[src/rtl/rr_arb_pkg.sv]
// Shared constants for the 2:1 round-robin arbiter: default channel width and
// the encodings of the downstream mux select.
package rr_arb_pkg;
  localparam int WIDTH_DEF = 8;
  localparam logic SEL_IN1 = 1'b0;
  localparam logic SEL_IN2 = 1'b1;
endpackage

[src/rtl/rr_grant2.sv]
// Two-requester priority decision: a lone requester always wins, and on a tie
// the pointer picks the winner. The grant is one-hot or zero.
module rr_grant2
  import rr_arb_pkg::*;
(
  input  logic [1:0] i_req,
  input  logic       i_prio,
  output logic [1:0] o_gnt
);
  always_comb begin
    o_gnt    = 2'b00;
    o_gnt[0] = i_req[0] & (~i_req[1] | (i_prio == SEL_IN1));
    o_gnt[1] = i_req[1] & (~i_req[0] | (i_prio == SEL_IN2));
  end
endmodule

[src/rtl/rr_arb21.sv]
// 2:1 round-robin arbiter with a single registered output slot. Full throughput
// when downstream is ready; the pointer flips to the other channel after a grant.
module rr_arb21
  import rr_arb_pkg::*;
#(
  parameter int WIDTH = WIDTH_DEF
) (
  input  logic             clk,
  input  logic             rst,
  input  logic             in1_valid,
  input  logic [WIDTH-1:0] in1_data,
  output logic             in1_ready,
  input  logic             in2_valid,
  input  logic [WIDTH-1:0] in2_data,
  output logic             in2_ready,
  output logic             out_valid,
  output logic [WIDTH-1:0] out_data,
  input  logic             out_ready,
  output logic             sel
);
  logic             r_out_valid;
  logic [WIDTH-1:0] r_out_data;
  logic             r_sel;
  logic             r_prio;
  logic [1:0]       w_gnt;
  logic             w_free;
  logic             w_acc1;
  logic             w_acc2;

  rr_grant2 u_grant (
    .i_req  ({in2_valid, in1_valid}),
    .i_prio (r_prio),
    .o_gnt  (w_gnt)
  );

  // Readiness never looks at payload, only at grant and slot state.
  assign w_free    = ~r_out_valid | out_ready;
  assign in1_ready = w_gnt[0] & w_free & ~rst;
  assign in2_ready = w_gnt[1] & w_free & ~rst;
  assign w_acc1    = in1_ready & in1_valid;
  assign w_acc2    = in2_ready & in2_valid;

  always_ff @(posedge clk) begin
    if (rst) begin
      r_out_valid <= 1'b0;
      r_out_data  <= '0;
      r_sel       <= SEL_IN1;
      r_prio      <= SEL_IN1;
    end else if (w_acc1 | w_acc2) begin
      r_out_valid <= 1'b1;
      r_out_data  <= w_acc2 ? in2_data : in1_data;
      r_sel       <= w_acc2 ? SEL_IN2 : SEL_IN1;
      r_prio      <= w_acc2 ? SEL_IN1 : SEL_IN2;
    end else if (out_ready) begin
      r_out_valid <= 1'b0;
    end
  end

  assign out_valid = r_out_valid;
  assign out_data  = r_out_data;
  assign sel       = r_sel;
endmodule
[config.mk]
export PLATFORM = sky130hd
export DESIGN_NAME = rr_arb21
export DESIGN_NICKNAME = d
export VERILOG_FILES = /design/src/rtl/rr_arb_pkg.sv /design/src/rtl/rr_grant2.sv /design/src/rtl/rr_arb21.sv
export SDC_FILE = /design/constraint.sdc
export NUM_CORES = 1
export LEC_CHECK = 0
export CAP_MARGIN = 25
export CORE_UTILIZATION = 43
export CTS_CLUSTER_SIZE = 12
export DETAILED_ROUTE_END_ITERATION = 8
export PLACE_DENSITY_LB_ADDON = 0.05
export SETUP_SLACK_MARGIN = 0.15
export SLEW_MARGIN = 30
export SYNTH_ARGS = -nofsm -noshare
export SYNTH_HDL_FRONTEND = slang
export SYNTH_HIERARCHICAL = 1
export SYNTH_SLANG_ARGS = --single-unit
[constraint.sdc]
create_clock -name clk -period 2.8 [get_ports clk]
set_clock_uncertainty 0.2 [all_clocks]
set_input_delay 0.28 -clock clk [delete_from_list [all_inputs] [get_ports clk]]
set_output_delay 0.28 -clock clk [all_outputs]
set_load 0.05 [all_outputs]
# Yosys cells after proc, flatten, opt, wreduce, memory -nomap -nowiden
# Cells that the tools add are included.
# W data, S select, Z words.
# totals
register_bits	11
out_inout_bits	12
elab_cells	27
# classes
mux	5
n_reduce_logical	1
bitwise_logic	17
# ops
cell	n
$and A1 B1 Y1	8
$mux W8	1
$not A1 Y1	5
$mux W1	4
$or A1 B1 Y1	4
$reduce_bool A2 Y1	1

# Logic depth before layout (Yosys ltp)
# logic_depth
depth_word	8
depth_mapped	5
ltp_nobuf	4

# By module
# The synthesis kept the hierarchy.
# modules_own_cells
mod	area_each_um2	cells_each	n_inst
rr_arb21	703.2	74	1
rr_grant2	18.8	3	1

# Worst setup path after synthesis
# No wires, ideal clock.
# synth_timing
path_kind	flip-flop to flip-flop
start	register r_out_valid, in the netlist out_valid
end	register r_prio
t_required_ns	2.415
arrival_ns	2.181
setup_slack_ns	0.234
path_stages_with_launch	4
cell_sequence	dfxtp_1 > and2b_4 > nor3b_1 > a221oi_2
# synth_via
elab_chain_len	6
word_cells_on_any_way	10
cone_classes	1 x mux; 9 x bitwise
# synth_lines
item	line_no	rtl
start, declared	rr_arb21.sv:21	logic r_out_valid;
start signal, assigned	rr_arb21.sv:45	r_out_valid <= 1'b0;
start signal, assigned	rr_arb21.sv:50	r_out_valid <= 1'b1;
start signal, assigned	rr_arb21.sv:55	r_out_valid <= 1'b0;
$not A1 Y1 (*)	rr_arb21.sv:37	assign w_free = ~r_out_valid | out_ready;
$or A1 B1 Y1 (*)	rr_arb21.sv:37	
$and A1 B1 Y1 (*) (2 in a row)	rr_arb21.sv:39	assign in2_ready = w_gnt[1] & w_free & ~rst;
via in2_ready	rr_arb21.sv:15	output logic in2_ready,
$and A1 B1 Y1 (*)	rr_arb21.sv:41	assign w_acc2 = in2_ready & in2_valid;
$mux W1 or $or A1 B1 Y1 (tied branches)	rr_arb21.sv:53, rr_arb21.sv:49	
end signal, assigned	rr_arb21.sv:53	r_prio <= w_acc2 ? SEL_IN1 : SEL_IN2;
end, declared	rr_arb21.sv:24	logic r_prio;
# Mark *: on every way through the listed nets, which the timed path passes. The rest lies on a longest branch.
# A chain may end at the register's enable or synchronous reset.

# Worst setup path in the final report
# layout_timing
start	input port in1_valid
end	output port in2_ready
# layout_via
elab_chain_len	5
# layout_lines
item	line_no	rtl
start, declared	rr_arb21.sv:10	input logic in1_valid,
$not A1 Y1	rr_grant2.sv:13	o_gnt[1] = i_req[1] & (~i_req[0] | (i_prio == SEL_IN2));
$or A1 B1 Y1	rr_grant2.sv:13	
$and A1 B1 Y1	rr_grant2.sv:13	
via w_gnt[1]	rr_arb21.sv:25	logic [1:0] w_gnt;
$and A1 B1 Y1 (2 in a row)	rr_arb21.sv:39	
end, declared	rr_arb21.sv:15	
# The timed path passes the listed nets, and every way through them passes these cells.

==> PnR_summary.wiki <==
{| class="wikitable"
! Metric !! Value
|-
| Multiplexer area fraction after synthesis || 0
|-
| Hold buffer count at cts || 0
|-
| Count of H-tree levels built during CTS || 1
|-
| Compound-Gate Fraction of Synth Area || 0.331
|-
| Post-DR wirelength/cell || 14.5 um
|-
| Util after Layout || 0.686
|-
| Run status || finished clean
|-
| Net count after synthesis || 98
|-
| Post-synthesis share of cell area spent on full adders, half adders and majority gates || 0
|-
| TNS Setup || 0 ns
|-
| Setup slack of the most critical reg-to-reg path || 1.10 ns
|-
| Delay of the slowest cell on the worst path || 0.54 ns
|-
| Initial Util || 0.468
|-
| Maximum fanout along the worst path || 8
|-
| Number of gates resized after CTS || 0
|-
| Arrival time worst endpoint || 1.75 ns
|-
| Wire length of the first global-routing pass || 2980 um
|-
| Crit path launch || in1_valid
|-
| Number of antenna-violating nets in the routed design || 0
|-
| Detailed-route via count || 734
|-
| Kind of path behind the tightest hold check || reg2reg
|-
| I/O pin count || 33
|-
| Overall track demand over capacity in global routing || 0.207
|-
| CTS clk-pin slew, worst paths || 0.07 ns
|-
| Worst setup path end || in2_ready
|-
| Count of port buffers added during placement || 32
|-
| Slew headroom || 0.560
|-
| Antenna Cells || 0
|-
| Critical Path Slowest Stage Cell || sky130_fd_sc_hd__clkdlybuf4s50_1
|-
| LEAKAGE || 0.427 nW
|-
| Detailed router's first-iteration violation count || 20
|-
| Final Cycle Share || 0.797
|-
| Maximum Capacitance Violations || 0
|-
| Share of synthesized area occupied by flip-flops and latches || 0.305
|-
| Endpoints failing setup || 0
|-
| Final standard cell count with taps included and fillers excluded || 124
|-
| Number of nets in the layout || 130
|-
| Worst reg2reg path endpoint || out_data[2]$_SDFFE_PP0P_
|-
| Final hold violation count || 0
|-
| R2r startpoint || r_prio$_SDFFE_PP0P_
|-
| Num Clock Sinks || 11
|-
| Maximum number of pins on one net before global-route repair || 20
|-
| Total standard cell area after synthesis || 722 sq um
|-
| Die Y-Extent || 43.0 um
|-
| Combinational family with the most area after synthesis || compound AO/OA/AOI/OAI gates
|-
| Slew @ Worst Pin || 0.659 ns
|-
| Die Footprint || 1850 sq um
|-
| Number of distinct library cell variants in the gate-level netlist after synthesis || 23
|-
| Crit path capture type || output port
|-
| CTS max path bufs || 2
|-
| Total core area || 1540 sq um
|-
| Number of post-CTS setup repair buffers || 0
|-
| Max-slew violations || 0
|-
| Number of antenna violations at the first check in global routing || 0
|-
| Estimated wirelength of the detail-placed design || 1210 um
|-
| XOR/XNOR Fraction of Synth Area || 0
|-
| Post-synthesis share of cell area spent on and, or, nand and nor gates || 0.192
|-
| Fin crit period || 2.23 ns
|-
| Detailed-routing iteration count for the pre-antenna-repair pass || 4
|-
| Total congestion overflow || 0
|-
| Mean post-synth cell area || 9.38 sq um
|-
| Total of warnings raised by yosys || 6
|-
| Areal power density over the cells || 408 nW/um^2
|-
| Worst Reg2Reg Path Length in Cells || 4
|-
| Row Count || 14
|-
| Category of the critical setup timing path || in2out
|-
| CTS Root Cell || sky130_fd_sc_hd__clkbuf_4
|-
| Max rail drop VDD || 0.292 mV
|-
| Setup repair after global routing missed its margin || false
|-
| Synth Instances || 77
|-
| RePlAce Congestion || 0.767
|-
| Vias in the first global route || 675
|-
| Fraction of layout instances using a drive strength above 1 || 0.148
|-
| TritonCTS clock tree || done
|-
| FILL cells || 130
|-
| Routed Wire Length || 1800 um
|-
| Highest clock rate || 0.448 GHz
|-
| Die W || 43.0 um
|-
| Placed instance count || 120
|-
| Launching element type of the critical path || primary input
|-
| Post-synthesis sequential element count || 11
|-
| Worst path cell trace || clkdlybuf4s50_1 > a21boi_1 > nor3b_1 > buf_12
|-
| Number of buffers created by CTS || 3
|-
| Clock latency at the later pin of the worst-skew pair || 0.28 ns
|-
| Data required time of the critical path || 2.32 ns
|-
| Number of design rule violations left after detail routing || 0
|-
| Detailed-route vias per instance || 5.92
|-
| Area delta synth->final || 46.4%
|}
## flip-flops by register name (all words and copies together) (netlist names)
register and cells:
sel 1, out_valid 1, r_prio 1, out_data 8
## how the worst min path moves through the flow
stage / from / depth (start not counted) / to / slack (ns)
after floorplan: rst / 2 / out_data[1]$_SDFFE_PP0P_ / 0.23
after global routing: out_data[0]$_SDFFE_PP0P_ / 2 / out_data[0]$_SDFFE_PP0P_ / 0.30
after global placement: sel$_SDFFE_PP0P_ / 2 / sel$_SDFFE_PP0P_ / 0.26
after CTS: sel$_SDFFE_PP0P_ / 2 / sel$_SDFFE_PP0P_ / 0.28
after detailed placement: sel$_SDFFE_PP0P_ / 2 / sel$_SDFFE_PP0P_ / 0.27
final: sel$_SDFFE_PP0P_ / 2 / sel$_SDFFE_PP0P_ / 0.27
## through the flow
stage          worst slack (ns)  power (mW)  instance area, sq um  hold slack [ns]
6_report                  0.569       0.432                  1060            0.272
3_5_place_dp              0.455       0.321                  1030            0.268
3_3_place_gp              0.481       0.320                  1030            0.260
5_1_grt                   0.476       0.449                  1060            0.303
2_1_floorplan             0.234       0.263                   722            0.230
4_1_cts                   0.556       0.433                  1060            0.279
## layout make-up
class | count | area, sq um | area share
multi-input cells | 46 | 378 | 0.357
repair buffers | 36 | 370 | 0.350
flip-flops and latches | 11 | 220 | 0.208
inverters | 11 | 41.3 | 0.0391
clock buffers | 3 | 22.5 | 0.0213
well taps | 16 | 20.0 | 0.0189
clock inverters | 1 | 5.00 | 0.00473
## cells in the mapped netlist
| master | number | area share |
|---|---|---|
| sky130_fd_sc_hd__nand3_4 | 1 | 0.024 |
| sky130_fd_sc_hd__a21oi_1 | 1 | 0.0069 |
| sky130_fd_sc_hd__inv_1 | 10 | 0.052 |
| sky130_fd_sc_hd__nor2b_1 | 1 | 0.0087 |
| sky130_fd_sc_hd__nand4b_4 | 1 | 0.033 |
| sky130_fd_sc_hd__nor2_1 | 1 | 0.0052 |
| sky130_fd_sc_hd__buf_4 | 1 | 0.010 |
| sky130_fd_sc_hd__a21boi_1 | 2 | 0.021 |
| sky130_fd_sc_hd__nand2b_1 | 1 | 0.0087 |
| sky130_fd_sc_hd__buf_6 | 1 | 0.016 |
| sky130_fd_sc_hd__a41o_1 | 8 | 0.11 |
| sky130_fd_sc_hd__nand4_1 | 8 | 0.069 |
| sky130_fd_sc_hd__dfxtp_1 | 11 | 0.31 |
| sky130_fd_sc_hd__o31ai_1 | 9 | 0.094 |
| sky130_fd_sc_hd__and2b_4 | 1 | 0.014 |
| sky130_fd_sc_hd__inv_2 | 1 | 0.0052 |
| sky130_fd_sc_hd__a31oi_1 | 9 | 0.078 |
| sky130_fd_sc_hd__clkbuf_1 | 1 | 0.0052 |
| sky130_fd_sc_hd__a221oi_2 | 1 | 0.021 |
| sky130_fd_sc_hd__buf_2 | 4 | 0.028 |
| sky130_fd_sc_hd__nor3b_1 | 1 | 0.010 |
| sky130_fd_sc_hd__buf_12 | 2 | 0.055 |
| sky130_fd_sc_hd__nand2b_4 | 1 | 0.019 |
## worst max-delay path: cells and delay by family
kind	cells	cell delay, ns
AO/OA/AOI/OAI	1	0.24
AND/OR/NAND/NOR	1	0.48
buffers and inverters	2	0.75
## per-layer routing
layer  vias to the layer above  part of all wire  track usage
met2                        30              0.47        0.333
met1                       335              0.46        0.273
met4                         0            0.0083       0.0667
met3                         4             0.064       0.0468
met5                         -                 0            0
li1                        365                 -            -
## report_power, final
| group | internal (mW) | leakage [nW] | switching [mW] |
|---|---|---|---|
| clock | 0.0529 | 0.0177 | 0.0615 |
| sequential | 0.166 | 0.0898 | 0.00558 |
| combinational | 0.0674 | 0.319 | 0.0788 |
| total | 0.286 | 0.427 | 0.146 |
## kinds of logic after synthesis
group	after synthesis
AO/OA/AOI/OAI	30
buffers and inverters	20
flip-flops	11
AND/OR/NAND/NOR	16
## cells in the final DEF, fill, tap and decap left out
cell,instances
sky130_fd_sc_hd__dfxtp_1,11
sky130_fd_sc_hd__nand4_1,8
sky130_fd_sc_hd__nand2b_4,1
sky130_fd_sc_hd__clkbuf_4,3
sky130_fd_sc_hd__nand2b_1,1
sky130_fd_sc_hd__a21oi_1,1
sky130_fd_sc_hd__nand4b_4,1
sky130_fd_sc_hd__buf_4,4
sky130_fd_sc_hd__nor2b_1,1
sky130_fd_sc_hd__a21boi_1,2
sky130_fd_sc_hd__clkdlybuf4s50_1,30
sky130_fd_sc_hd__inv_1,10
sky130_fd_sc_hd__a31oi_1,9
sky130_fd_sc_hd__buf_12,2
sky130_fd_sc_hd__inv_2,1
sky130_fd_sc_hd__a221oi_2,1
sky130_fd_sc_hd__clkinv_2,1
sky130_fd_sc_hd__nor3b_1,1
sky130_fd_sc_hd__a41o_1,8
sky130_fd_sc_hd__nand3_4,1
sky130_fd_sc_hd__and2b_4,1
sky130_fd_sc_hd__nor2_1,1
sky130_fd_sc_hd__o31ai_1,9
Power figures use the tool's default switching activity.
